===== src/rtl/mem_port_pkg.sv =====
// mem_port_pkg: shared state encoding, default widths and size-to-mask helper. Rev 1.0
`default_nettype none
package mem_port_pkg;

  localparam int unsigned DEF_ADDR_W = 7;
  localparam int unsigned DEF_DATA_W = 8;
  localparam int unsigned DEF_SIZE_W = 4;
  localparam int unsigned MASK_MAX_W = 64;

  typedef enum logic [1:0] {
    ST_IDLE  = 2'd0,
    ST_READ  = 2'd1,
    ST_WRITE = 2'd2,
    ST_RESP  = 2'd3
  } state_e;

  // Equivalent to (1<<size)-1, saturating to all ones once size reaches the lane width.
  function automatic logic [MASK_MAX_W-1:0] size_to_mask(input int unsigned size,
                                                         input int unsigned width);
    logic [MASK_MAX_W-1:0] m;
    m = '0;
    for (int unsigned i = 0; i < MASK_MAX_W; i++) begin
      if ((i < size) && (i < width)) m[i] = 1'b1;
    end
    return m;
  endfunction

endpackage
`default_nettype wire


===== src/rtl/mem_port_watchdog.sv =====
// mem_port_watchdog: access-duration counter, flags expiry on the TIMEOUT-th busy cycle. Rev 1.0
`default_nettype none
module mem_port_watchdog #(
  parameter int unsigned TIMEOUT = 64
) (
  input  logic clock,
  input  logic reset,
  input  logic clear,
  input  logic run,
  output logic expired
);

  localparam int unsigned CNT_W = (TIMEOUT > 1) ? $clog2(TIMEOUT) : 1;

  logic [CNT_W-1:0] count_q;

  assign expired = run && (count_q == CNT_W'(TIMEOUT - 1));

  always_ff @(posedge clock) begin
    if (reset || clear) begin
      count_q <= '0;
    end else if (run && !expired) begin
      count_q <= count_q + 1'b1;
    end
  end

endmodule
`default_nettype wire


===== src/rtl/mem_port_initiator.sv =====
// mem_port_initiator: single-outstanding core-to-RAM initiator FSM. Rev 1.0
// Define MEM_PORT_TIMEOUT_EN to add the access watchdog and rsp_err reporting.
`default_nettype none
module mem_port_initiator
  import mem_port_pkg::*;
#(
  parameter int unsigned ADDR_W  = DEF_ADDR_W,
  parameter int unsigned DATA_W  = DEF_DATA_W,
  parameter int unsigned SIZE_W  = DEF_SIZE_W,
  parameter int unsigned TIMEOUT = 64
) (
  input  logic              clock,
  input  logic              reset,
  input  logic              req_valid,
  output logic              req_ready,
  input  logic              req_we,
  input  logic [ADDR_W-1:0] req_addr,
  input  logic [DATA_W-1:0] req_wdata,
  input  logic [SIZE_W-1:0] req_size,
  output logic              rsp_valid,
  output logic [DATA_W-1:0] rsp_rdata,
  output logic              rsp_err,
  output logic              Mout_oe_ram,
  output logic              Mout_we_ram,
  output logic [ADDR_W-1:0] Mout_addr_ram,
  output logic [DATA_W-1:0] Mout_Wdata_ram,
  output logic [SIZE_W-1:0] Mout_data_ram_size,
  input  logic [DATA_W-1:0] M_Rdata_ram,
  input  logic              M_DataRdy
);

  state_e            state_q, state_d;
  logic [ADDR_W-1:0] addr_q, addr_d;
  logic [DATA_W-1:0] wdata_q, wdata_d;
  logic [DATA_W-1:0] rdata_q, rdata_d;
  logic [SIZE_W-1:0] size_q, size_d;
  logic              err_q, err_d;
  logic [DATA_W-1:0] mask;
  logic              busy, accept, expired;

  assign busy      = (state_q == ST_READ) || (state_q == ST_WRITE);
  assign req_ready = (state_q == ST_IDLE) && !reset;
  assign accept    = req_valid && req_ready;
  assign mask      = DATA_W'(size_to_mask(32'(size_q), DATA_W));

`ifdef MEM_PORT_TIMEOUT_EN
  mem_port_watchdog #(
    .TIMEOUT (TIMEOUT)
  ) u_watchdog (
    .clock   (clock),
    .reset   (reset),
    .clear   (accept),
    .run     (busy),
    .expired (expired)
  );
`else
  logic [31:0] unused_timeout;
  assign unused_timeout = 32'(TIMEOUT);
  assign expired        = 1'b0;
`endif

  always_comb begin
    state_d = state_q;
    addr_d  = addr_q;
    wdata_d = wdata_q;
    size_d  = size_q;
    rdata_d = rdata_q;
    err_d   = err_q;
    case (state_q)
      ST_IDLE: begin
        if (accept) begin
          addr_d  = req_addr;
          wdata_d = req_wdata;
          size_d  = req_size;
          rdata_d = '0;
          err_d   = 1'b0;
          if (req_size == '0)  state_d = ST_RESP;
          else if (req_we)     state_d = ST_WRITE;
          else                 state_d = ST_READ;
        end
      end
      ST_READ, ST_WRITE: begin
        // A completion arriving on the watchdog's last cycle takes priority over expiry.
        if (M_DataRdy) begin
          state_d = ST_RESP;
          rdata_d = (state_q == ST_READ) ? (M_Rdata_ram & mask) : '0;
          err_d   = 1'b0;
        end else if (expired) begin
          state_d = ST_RESP;
          rdata_d = '0;
          err_d   = 1'b1;
        end
      end
      ST_RESP: state_d = ST_IDLE;
      default: state_d = ST_IDLE;
    endcase
  end

  always_ff @(posedge clock) begin
    if (reset) begin
      state_q <= ST_IDLE;
      addr_q  <= '0;
      wdata_q <= '0;
      size_q  <= '0;
      rdata_q <= '0;
      err_q   <= 1'b0;
    end else begin
      state_q <= state_d;
      addr_q  <= addr_d;
      wdata_q <= wdata_d;
      size_q  <= size_d;
      rdata_q <= rdata_d;
      err_q   <= err_d;
    end
  end

  assign Mout_oe_ram        = (state_q == ST_READ);
  assign Mout_we_ram        = (state_q == ST_WRITE);
  assign Mout_addr_ram      = busy ? addr_q  : '0;
  assign Mout_Wdata_ram     = busy ? wdata_q : '0;
  assign Mout_data_ram_size = busy ? size_q  : '0;
  assign rsp_valid          = (state_q == ST_RESP);
  assign rsp_rdata          = rsp_valid ? rdata_q : '0;
  assign rsp_err            = rsp_valid && err_q;

endmodule
`default_nettype wire


===== config.mk =====
export PLATFORM = sky130hd
export DESIGN_NAME = mem_port_initiator
export DESIGN_NICKNAME = d
export VERILOG_FILES = /design/src/rtl/mem_port_pkg.sv /design/src/rtl/mem_port_watchdog.sv /design/src/rtl/mem_port_initiator.sv
export SDC_FILE = /design/constraint.sdc
export NUM_CORES = 1
export LEC_CHECK = 0
export CORE_ASPECT_RATIO = 0.5
export CORE_UTILIZATION = 41
export DETAILED_ROUTE_END_ITERATION = 6
export GPL_TIMING_DRIVEN = 0
export PLACE_DENSITY = 0.89
export SLEW_MARGIN = 25
export SYNTH_ARGS = -nofsm -noshare
export SYNTH_HDL_FRONTEND = slang
export SYNTH_SLANG_ARGS = --single-unit

===== constraint.sdc =====
create_clock -name clock -period 2.1 [get_ports clock]
set_input_delay 0.525 -clock clock [delete_from_list [all_inputs] [get_ports clock]]
set_output_delay 0.525 -clock clock [all_outputs]
set_load 0.05 [all_outputs]

==> flow_summary.yaml, run 1 <==
timing:
  min_period_ps: 2057
  rsz0062_at_grt: "yes"
  fin_crit_sh: 0.9793
  fin_worst_skew_ps: 5.574
  slew_viol_final: 0
  slew_headroom: 0.6547
  setup_viol: 0
  finalWorstSetupSlack_ps: 43.47
  hold_viol_final: 0
  worst_pin_slew_ps: 518.0
  fmax_ghz: 0.4863
clocking:
  hold_buffers: 0
  cts_setup_buffers: 0
  cts_buffer_depth: 2
  insertion_delay_ps: 280
  h-tree-depth: 2
  clock-sinks: 29
  path_clk_slew_ps: 70
  cts_buffers: 5
  cts_resized: 155
  cts_root_buf: "clkbuf_8"
  cts_tree: "yes"
drt:
  avgRoutedWirePerCell_microns: 13.17
  drt_iter0_markers: 29
  drc: 0
  viasPerCell: 4.865
  num_vias: 1474
  antenna_left: 0
  drtPass1Iterations: 4
  wl_microns: 3991
critical_path:
  crit_chain: "clkdlybuf4s50_1 -> nor2b_4 -> clkdlybuf4s15_2"
  path_class: "primary input to output pin"
  path_max_fanout: 4
  slowest_stage: "clkdlybuf4s50_1"
  cp_slowest_stage_delay_ps: 490
  crit_arrival_ps: 1530
  cp-start-kind: "primary input"
  endpoint_kind: "output pin"
  crit_required_ps: 1570
min_path:
  min_path_type: "register to register"
logic_synthesis:
  ys_seq_area_frac: 0.3860
  syn_avg_cell_area_sq_um: 8.263
  ys_async_sr_fraction: 0
  yosys_warnings: 0
  synth_top_area_share: 0.3860
  synth_seq_cells: 29
  syn_inst: 182
  synthTopCellsByArea: "dfxtp_1, and2_1, nand2b_1"
  syn_nets: 218
  synth_area_sq_mm: 0.001504
  ys.flop_type: "dfxtp_1"
  ys_types: 31
  synth.largest_area_cell: "dfxtp_1"
  synth-edff-count: 0
floorplanning:
  die_w_microns: 87.65
  dieArea_sq_mm: 0.003929
  ios: 64
  initial_utilization: 0.4332
  die_h_microns: 44.83
  coreArea_sq_mm: 0.003472
  num_rows: 15
placed_design:
  post-place-ws_ps: -619.7
  routabilityCongestion: 0.7726
  portBuffers: 62
  hpwlAfterDp_microns: 2720
global_routing:
  antenna_found_initial: 0
  gr-total-overflow: 0
  grt_pass1_vias: 1347
  grt_usage: 0.2069
  grt_pass1_wl_microns: 6106
  grt_max_degree: 11
layout:
  most-common-layout-cells: "clkdlybuf4s50_1, and2_1, nand2_1"
  regArea_sq_um: 583.1
  drive_gt1_frac: 0.2183
  diodes: 0
  fin_util: 0.6681
  nFillCells: 276
  final_common_cell: "clkdlybuf4s50_1"
  final_nets: 287
  multi_input_area_sq_um: 838.3
  syn2layout_area_growth_pct: 54.24
power_and_ir_drop:
  vdd_ir_drop_max_mv: 0.3913
  p_leak_uw: 0.0009265
  power.density_mw_per_mm2: 1037
run_status:
  status: "complete, no violations"
job:
  max_cap_violations: 0
## routing by layer
layer  track usage  wire length [microns]  vias to the layer above
met5             0                      0                        -
met4       0.05902                     76                        0
met3       0.05119                    181                        9
met2        0.4000                   2023                       48
met1        0.2325                   1709                      681
li1              -                      -                      736
## synth_stat cells, types with 4 or more instances
library cell,number
and2_1,29
dfxtp_1,29
nand2_1,28
nand2b_1,19
o21ai_0,18
clkbuf_1,8
a21oi_1,7
ha_1,4
nand4_1,4
## layout make-up
cell class,count,share of cell area
buffer,14,0.04315
tap,51,0.02751
inverter,3,0.004854
timing repair buffer,62,0.2681
clock inverter,1,0.002158
sequential,29,0.2513
multi-input combinational,136,0.3614
clock buffer,7,0.04153
## power by group
group	leakage [uW]	internal (uW)	switching, uW	total, uW
logic	0.000634	487	694	1180
clock network	0.0000542	296	216	511
registers	0.000238	646	65.4	711
total	0.000926	1430	976	2400
## critical path, delay by kind of cell
| kind | cells | cell delay [ps] |
|---|---|---|
| buffers and inverters | 2 | 860 |
| and+or+nand+nor | 1 | 140 |
## through the flow
stage / total power [uW] / hold WS (ps) / cell area, sq um / TNS, ps / cells
after floorplan: 1491 / 427.3 / 1504 / 0 / 182
after global placement: 1806 / 435.2 / 2188 / -11200 / 295
after global routing: 2527 / 464.1 / 2320 / -6.820 / 303
after detailed placement: 1838 / 440.5 / 2188 / -12360 / 295
final: 2405 / 450.1 / 2320 / 0 / 303
after CTS: 2391 / 449.1 / 2290 / 0 / 303
## registers in the layout, summed over array words and instances, names as in the netlist
register,count
addr_q,7
rdata_q,8
size_q,4
state_q,2
wdata_q,8
## logic make-up after synthesis
family,after synthesis,synth area share
other,1,0.002493
adder cells (fa/ha/maj),4,0.03328
buffers and inverters,17,0.06489
AO/OA/AOI/OAI,42,0.1789
multiplexers,1,0.009980
flip-flops,29,0.3860
AND/OR/NAND/NOR,88,0.3245
## final timing paths
check	start	end	slack [ps]	cells after the start
max	reset	req_ready	40	3
min reg2reg	rdata_q[1]$_SDFFE_PP0P_	rdata_q[1]$_SDFFE_PP0P_	450	2
min	rdata_q[1]$_SDFFE_PP0P_	rdata_q[1]$_SDFFE_PP0P_	450	2
max reg2reg	state_q[0]$_SDFFE_PP0P_	addr_q[2]$_SDFFE_PP0P_	430	7
Note: power is estimated with default switching activity, not from simulation.
==> run 2: changes to the inputs <==
--- a/config.mk
+++ b/config.mk
@@ -10,6 +10,8 @@
 export DETAILED_ROUTE_END_ITERATION = 6
 export GPL_TIMING_DRIVEN = 0
 export PLACE_DENSITY = 0.89
+export SETUP_SLACK_MARGIN = 0.2
+export SKIP_LAST_GASP = 1
 export SLEW_MARGIN = 25
 export SYNTH_ARGS = -nofsm -noshare
 export SYNTH_HDL_FRONTEND = slang
==> flow_summary.yaml, run 2 (same netlist as run 1, synthesis figures left out) <==
power_and_ir_drop:
  power.switching_uw: 1103
  vdd_ir_drop_max_mv: 0.5080
  switching_share: 0.3959
  power.density_mw_per_mm2: 1105
  p_leak_uw: 0.001031
  seqPwrFrac: 0.260
  clkPwrFrac: 0.187
  intPower_uw: 1683
  power_frac_comb: 0.553
layout:
  final_nets: 294
  nFillCells: 229
  top_regs: "rdata_q: 8 flops, wdata_q: 8 flops, addr_q: 7 flops"
  syn2layout_area_growth_pct: 67.64
  drive_gt1_frac: 0.3398
  fin_util: 0.7261
  diodes: 0
  final_common_cell: "clkdlybuf4s50_1"
  finish.instance_area_sq_mm: 0.002521
  most-common-layout-cells: "clkdlybuf4s50_1, nand2_1, dfxtp_1"
  layoutNonFillerInstCount: 310
critical_path:
  crit_arrival_ps: 1450
  cp_slowest_stage_delay_ps: 360
  path_max_fanout: 5
  endpoint_kind: "output pin"
  critical_path.most_common_cell: "buf_8"
  path_class: "register to output pin"
  crit_chain: "inv_2 -> ha_4 -> buf_8 -> and2_4 -> buf_8"
  slowest_stage: "dfxtp_2"
  cpLargestDelayFamily: "flip-flops"
  crit_required_ps: 1570
  critPathBufInv: 3
  cp-start-kind: "register"
job:
  max_cap_violations: 0
timing:
  min_period_ps: 1976
  slew_headroom: 0.6593
  fmax_ghz: 0.5059
  totalNegativeSetupSlack_ps: 0
  finalWorstSetupSlack_ps: 123.5
  hold_viol_final: 0
  rsz0062_at_grt: "yes"
  setup_viol: 0
  fin_crit_sh: 0.9412
  slew_viol_final: 0
  worst_pin_slew_ps: 506.4
  fin_worst_skew_ps: 3.617
clocking:
  insertion_delay_ps: 290
  clock-sinks: 29
  cts_buffers: 5
  path_clk_slew_ps: 60
  h-tree-depth: 2
  hold_buffers: 0
  cts_root_buf: "clkbuf_8"
  cts_tree: "yes"
  cts_buffer_depth: 2
drt:
  drc: 0
  wl_microns: 4729
  avgRoutedWirePerCell_microns: 15.25
  drtPass1Iterations: 4
  viasPerCell: 5.081
  drt_iter0_markers: 43
  antenna_left: 0
  num_vias: 1575
floorplanning:
  coreArea_sq_mm: 0.003472
  dieArea_sq_mm: 0.003929
  ios: 64
  die_w_microns: 87.65
  die_h_microns: 44.83
  initial_utilization: 0.4332
  num_rows: 15
global_routing:
  grt_pass1_wl_microns: 6893
  grt_pass1_vias: 1467
  grt_usage: 0.2374
  grt_max_degree: 11
  gr-total-overflow: 0
  antenna_found_initial: 0
placed_design:
  portBuffers: 62
  post-place-ws_ps: -636.2
  dp.cells: 295
  hpwlAfterDp_microns: 2853
  routabilityCongestion: 0.7753
  dpl-instance-area_sq_mm: 0.002212
min_path:
  min_path_type: "register to register"
run_status:
  status: "complete, no violations"
[run 2: cell count changes in the layout (fill, tap and decap cells not counted), moves of 3 or more]
cell	before	now
buf_8	0	23
and2_1	29	10
and2_4	0	19
buf_6	14	6
buf_2	0	6
clkdlybuf4s15_2	9	3
buf_4	12	8
dlygate4sd2_1	3	0
[run 2: power by group through the flow]
stage	Clock [uW]	Combinational (uW)	Sequential (uW)
finish	521	1540	724
global route	550	1610	732
CTS	521	1450	718
detailed placement	0	1130	719
global placement	0	1110	713
floorplan	0	807	699
[run 2: per-layer routing]
layer  global-route usage  share of wire  routed length (microns)  vias to the layer above
met1               0.2716           0.42                     2005                      761
met2               0.4375           0.51                     2431                       50
met4              0.08852          0.020                       96                        0
met3              0.06399          0.041                      195                       12
li1                     -              -                        -                      752
met5                    0              0                        0                        -
[run 2: final timing paths]
check / start / endpoint / slack (ps) / depth (start not counted)
setup / recovery: state_q[1]$_SDFFE_PP0P_ / Mout_addr_ram[6] / 120 / 5
hold / removal: rdata_q[1]$_SDFFE_PP0P_ / rdata_q[1]$_SDFFE_PP0P_ / 450 / 2
setup reg to reg: state_q[1]$_SDFFE_PP0P_ / rdata_q[4]$_SDFFE_PP0P_ / 290 / 8
hold reg to reg: rdata_q[1]$_SDFFE_PP0P_ / rdata_q[1]$_SDFFE_PP0P_ / 450 / 2
[run 2: timing repair]
item / in CTS / in global routing
resized for setup: 240 / 14
pin swaps: 16 / 1
setup buffers: 3 / 2
setup endpoints to repair: 31 / 27
cloned: 2 / 0
[run 2: final cells by class]
cell class	instances	area (sq um)	share of cell area
multi-input cells	136	888.4	0.3524
repair buffers	69	760.7	0.3017
flip-flops and latches	29	585.6	0.2323
plain buffers	14	110.1	0.04367
clock buffers	7	96.34	0.03821
well taps	51	63.81	0.02531
inverters	3	11.26	0.004466
clock inverters	1	5.005	0.001985
[run 2: worst reg2reg max path: cells and delay by family (launching register included)]
family	cells	cell delay, ps
fa+ha+maj	1	330
flops	1	360
compound gates	2	350
simple gates	1	70
buf+inv	3	330
mux	1	300
[run 2: metrics by stage]
step           hold slack (ps)  power, uW
6_report                 448.6       2786
5_1_grt                  470.1       2893
4_1_cts                  453.4       2688
3_5_place_dp             445.4       1852
3_3_place_gp             435.3       1819
2_1_floorplan            427.3       1506
==> run 3: changes to the inputs <==
==> constraint.sdc (replaced) <==
create_clock -name clock -period 2.1 [get_ports clock]
set_input_delay 0.525 -clock clock [delete_from_list [all_inputs] [get_ports clock]]
set_output_delay 0.525 -clock clock [all_outputs]
set_load 0.1 [all_outputs]
==> flow_summary.yaml, run 3 (same netlist as run 1, synthesis figures left out) <==
power_and_ir_drop:
  power.density_mw_per_mm2: 1191
  power_uw: 3225
  vdd_ir_drop_max_mv: 0.6023
  p_leak_uw: 0.001086
clocking:
  cts_root_buf: "clkbuf_8"
  cts_tree: "yes"
  path_clk_slew_ps: 60
  insertion_delay_ps: 280
  cts_buffers: 5
  hold_buffers: 0
  h-tree-depth: 2
  clock-sinks: 29
  cts_buffer_depth: 2
global_routing:
  grt_pass1_vias: 1549
  grt_usage: 0.2688
  gr-total-overflow: 0
  grt_max_degree: 11
  antenna_found_initial: 0
  grt_pass1_wl_microns: 7700
drt:
  viasPerCell: 5.333
  drc: 0
  wl_microns: 5395
  avgRoutedWirePerCell_microns: 17.29
  num_vias: 1664
  antenna_left: 0
  drt_iter0_markers: 84
  drtPass1Iterations: 5
min_path:
  worst_hold_path.endpoint: "rdata_q[7]$_SDFFE_PP0P_"
  hold_path_depth: 2
  min_path_type: "register to register"
  min-delay-start: "rdata_q[7]$_SDFFE_PP0P_"
timing:
  slew_headroom: 0.5727
  fin_worst_skew_ps: 4.290
  finalWorstSetupSlack_ps: 61.85
  rsz0062_at_grt: "yes"
  fin_crit_sh: 0.9705
  hold_viol_final: 0
  totalNegativeSetupSlack_ps: 0
  worst_pin_slew_ps: 635.1
  min_period_ps: 2038
  setup_viol: 0
  fmax_ghz: 0.4906
  slew_viol_final: 0
floorplanning:
  dieArea_sq_mm: 0.003929
  ios: 64
  die_h_microns: 44.83
  die_w_microns: 87.65
  initial_utilization: 0.4332
  coreArea_sq_mm: 0.003472
  num_rows: 15
layout:
  drive_gt1_frac: 0.3716
  syn2layout_area_growth_pct: 80.03
  fin_util: 0.7798
  top_regs: "rdata_q: 8 flops, wdata_q: 8 flops, addr_q: 7 flops"
  nFillCells: 187
  most-common-layout-cells: "clkdlybuf4s50_1, nand2_1, dfxtp_1"
  final_common_cell: "clkdlybuf4s50_1"
  diodes: 0
  final_nets: 297
  finish.instance_area_sq_mm: 0.002708
job:
  max_cap_violations: 0
run_status:
  status: "complete, no violations"
critical_path:
  regToRegEndpoint: "rdata_q[4]$_SDFFE_PP0P_"
  path_max_fanout: 6
  crit_required_ps: 1570
  reg2reg_slack_ps: 310
  worstReg2RegStart: "state_q[1]$_SDFFE_PP0P_"
  r2r_cells: 8
  crit_arrival_ps: 1510
  path_class: "register to output pin"
  cp-start-kind: "register"
  endpoint_kind: "output pin"
placed_design:
  portBuffers: 62
  hpwlAfterDp_microns: 2747
  dpl-instance-area_sq_mm: 0.002232
  routabilityCongestion: 0.7761
  post-place-ws_ps: -990.5
==> run 3: area by class of cell <==
type	instances	area, sq um	area share
multi-input cells	136	898.4	0.3318
flip-flops and latches	29	588.1	0.2172
clock buffers	7	86.33	0.03189
well taps	51	63.81	0.02357
inverters	3	13.76	0.005083
plain buffers	14	120.1	0.04436
repair buffers	72	937.1	0.3461
==> run 3: layer usage <==
| layer | global-route usage | wire, microns |
|---|---|---|
| met1 | 0.3363 | 2206 |
| met2 | 0.4547 | 2683 |
| met3 | 0.06947 | 344 |
| met4 | 0.1082 | 160 |
| met5 | 0 | 0 |
==> run 3: worst max path at each step <==
stage	start	endpoint	slack [ps]	cells past startpoint
floorplan	state_q[0]$_SDFFE_PP0P_	rsp_rdata[0]	80	2
global placement	state_q[0]$_SDFFE_PP0P_	Mout_Wdata_ram[6]	-950	5
detailed placement	state_q[0]$_SDFFE_PP0P_	Mout_Wdata_ram[1]	-990	5
CTS	state_q[0]$_SDFFE_PP0P_	Mout_data_ram_size[2]	70	5
global route	state_q[1]$_SDFFE_PP0P_	Mout_data_ram_size[2]	20	5
finish	state_q[1]$_SDFFE_PP0P_	Mout_data_ram_size[2]	60	5
==> run 3: timing repair <==
| item | CTS | global route |
|---|---|---|
| cloned | 2 | 0 |
| pin swaps | 16 | 1 |
| endpoints found under the setup margin | 31 | 29 |
| gates resized for setup | 272 | 22 |
| setup buffers | 4 | 4 |
==> run 3: worst max-delay path: stages, from the launching register on <==
cell	delay, ps
dfxtp_4	370
inv_4	40
ha_4	320
clkbuf_8	160
and2_4	160
buf_12	170
==> run 3: power by group <==
group	total, uW	internal, uW	switching, uW	leakage (uW)
Sequential	735	651	83.7	0.000238
Combinational	2030	855	1170	0.000804
Clock	464	259	205	0.0000443
==> run 3: per-stage QoR <==
step           cells  hold slack, ps
2_1_floorplan    182           427.2
3_3_place_gp     295           435.3
3_5_place_dp     295           442.5
4_1_cts          308           448.7
5_1_grt          312           472.7
6_report         312           446.8
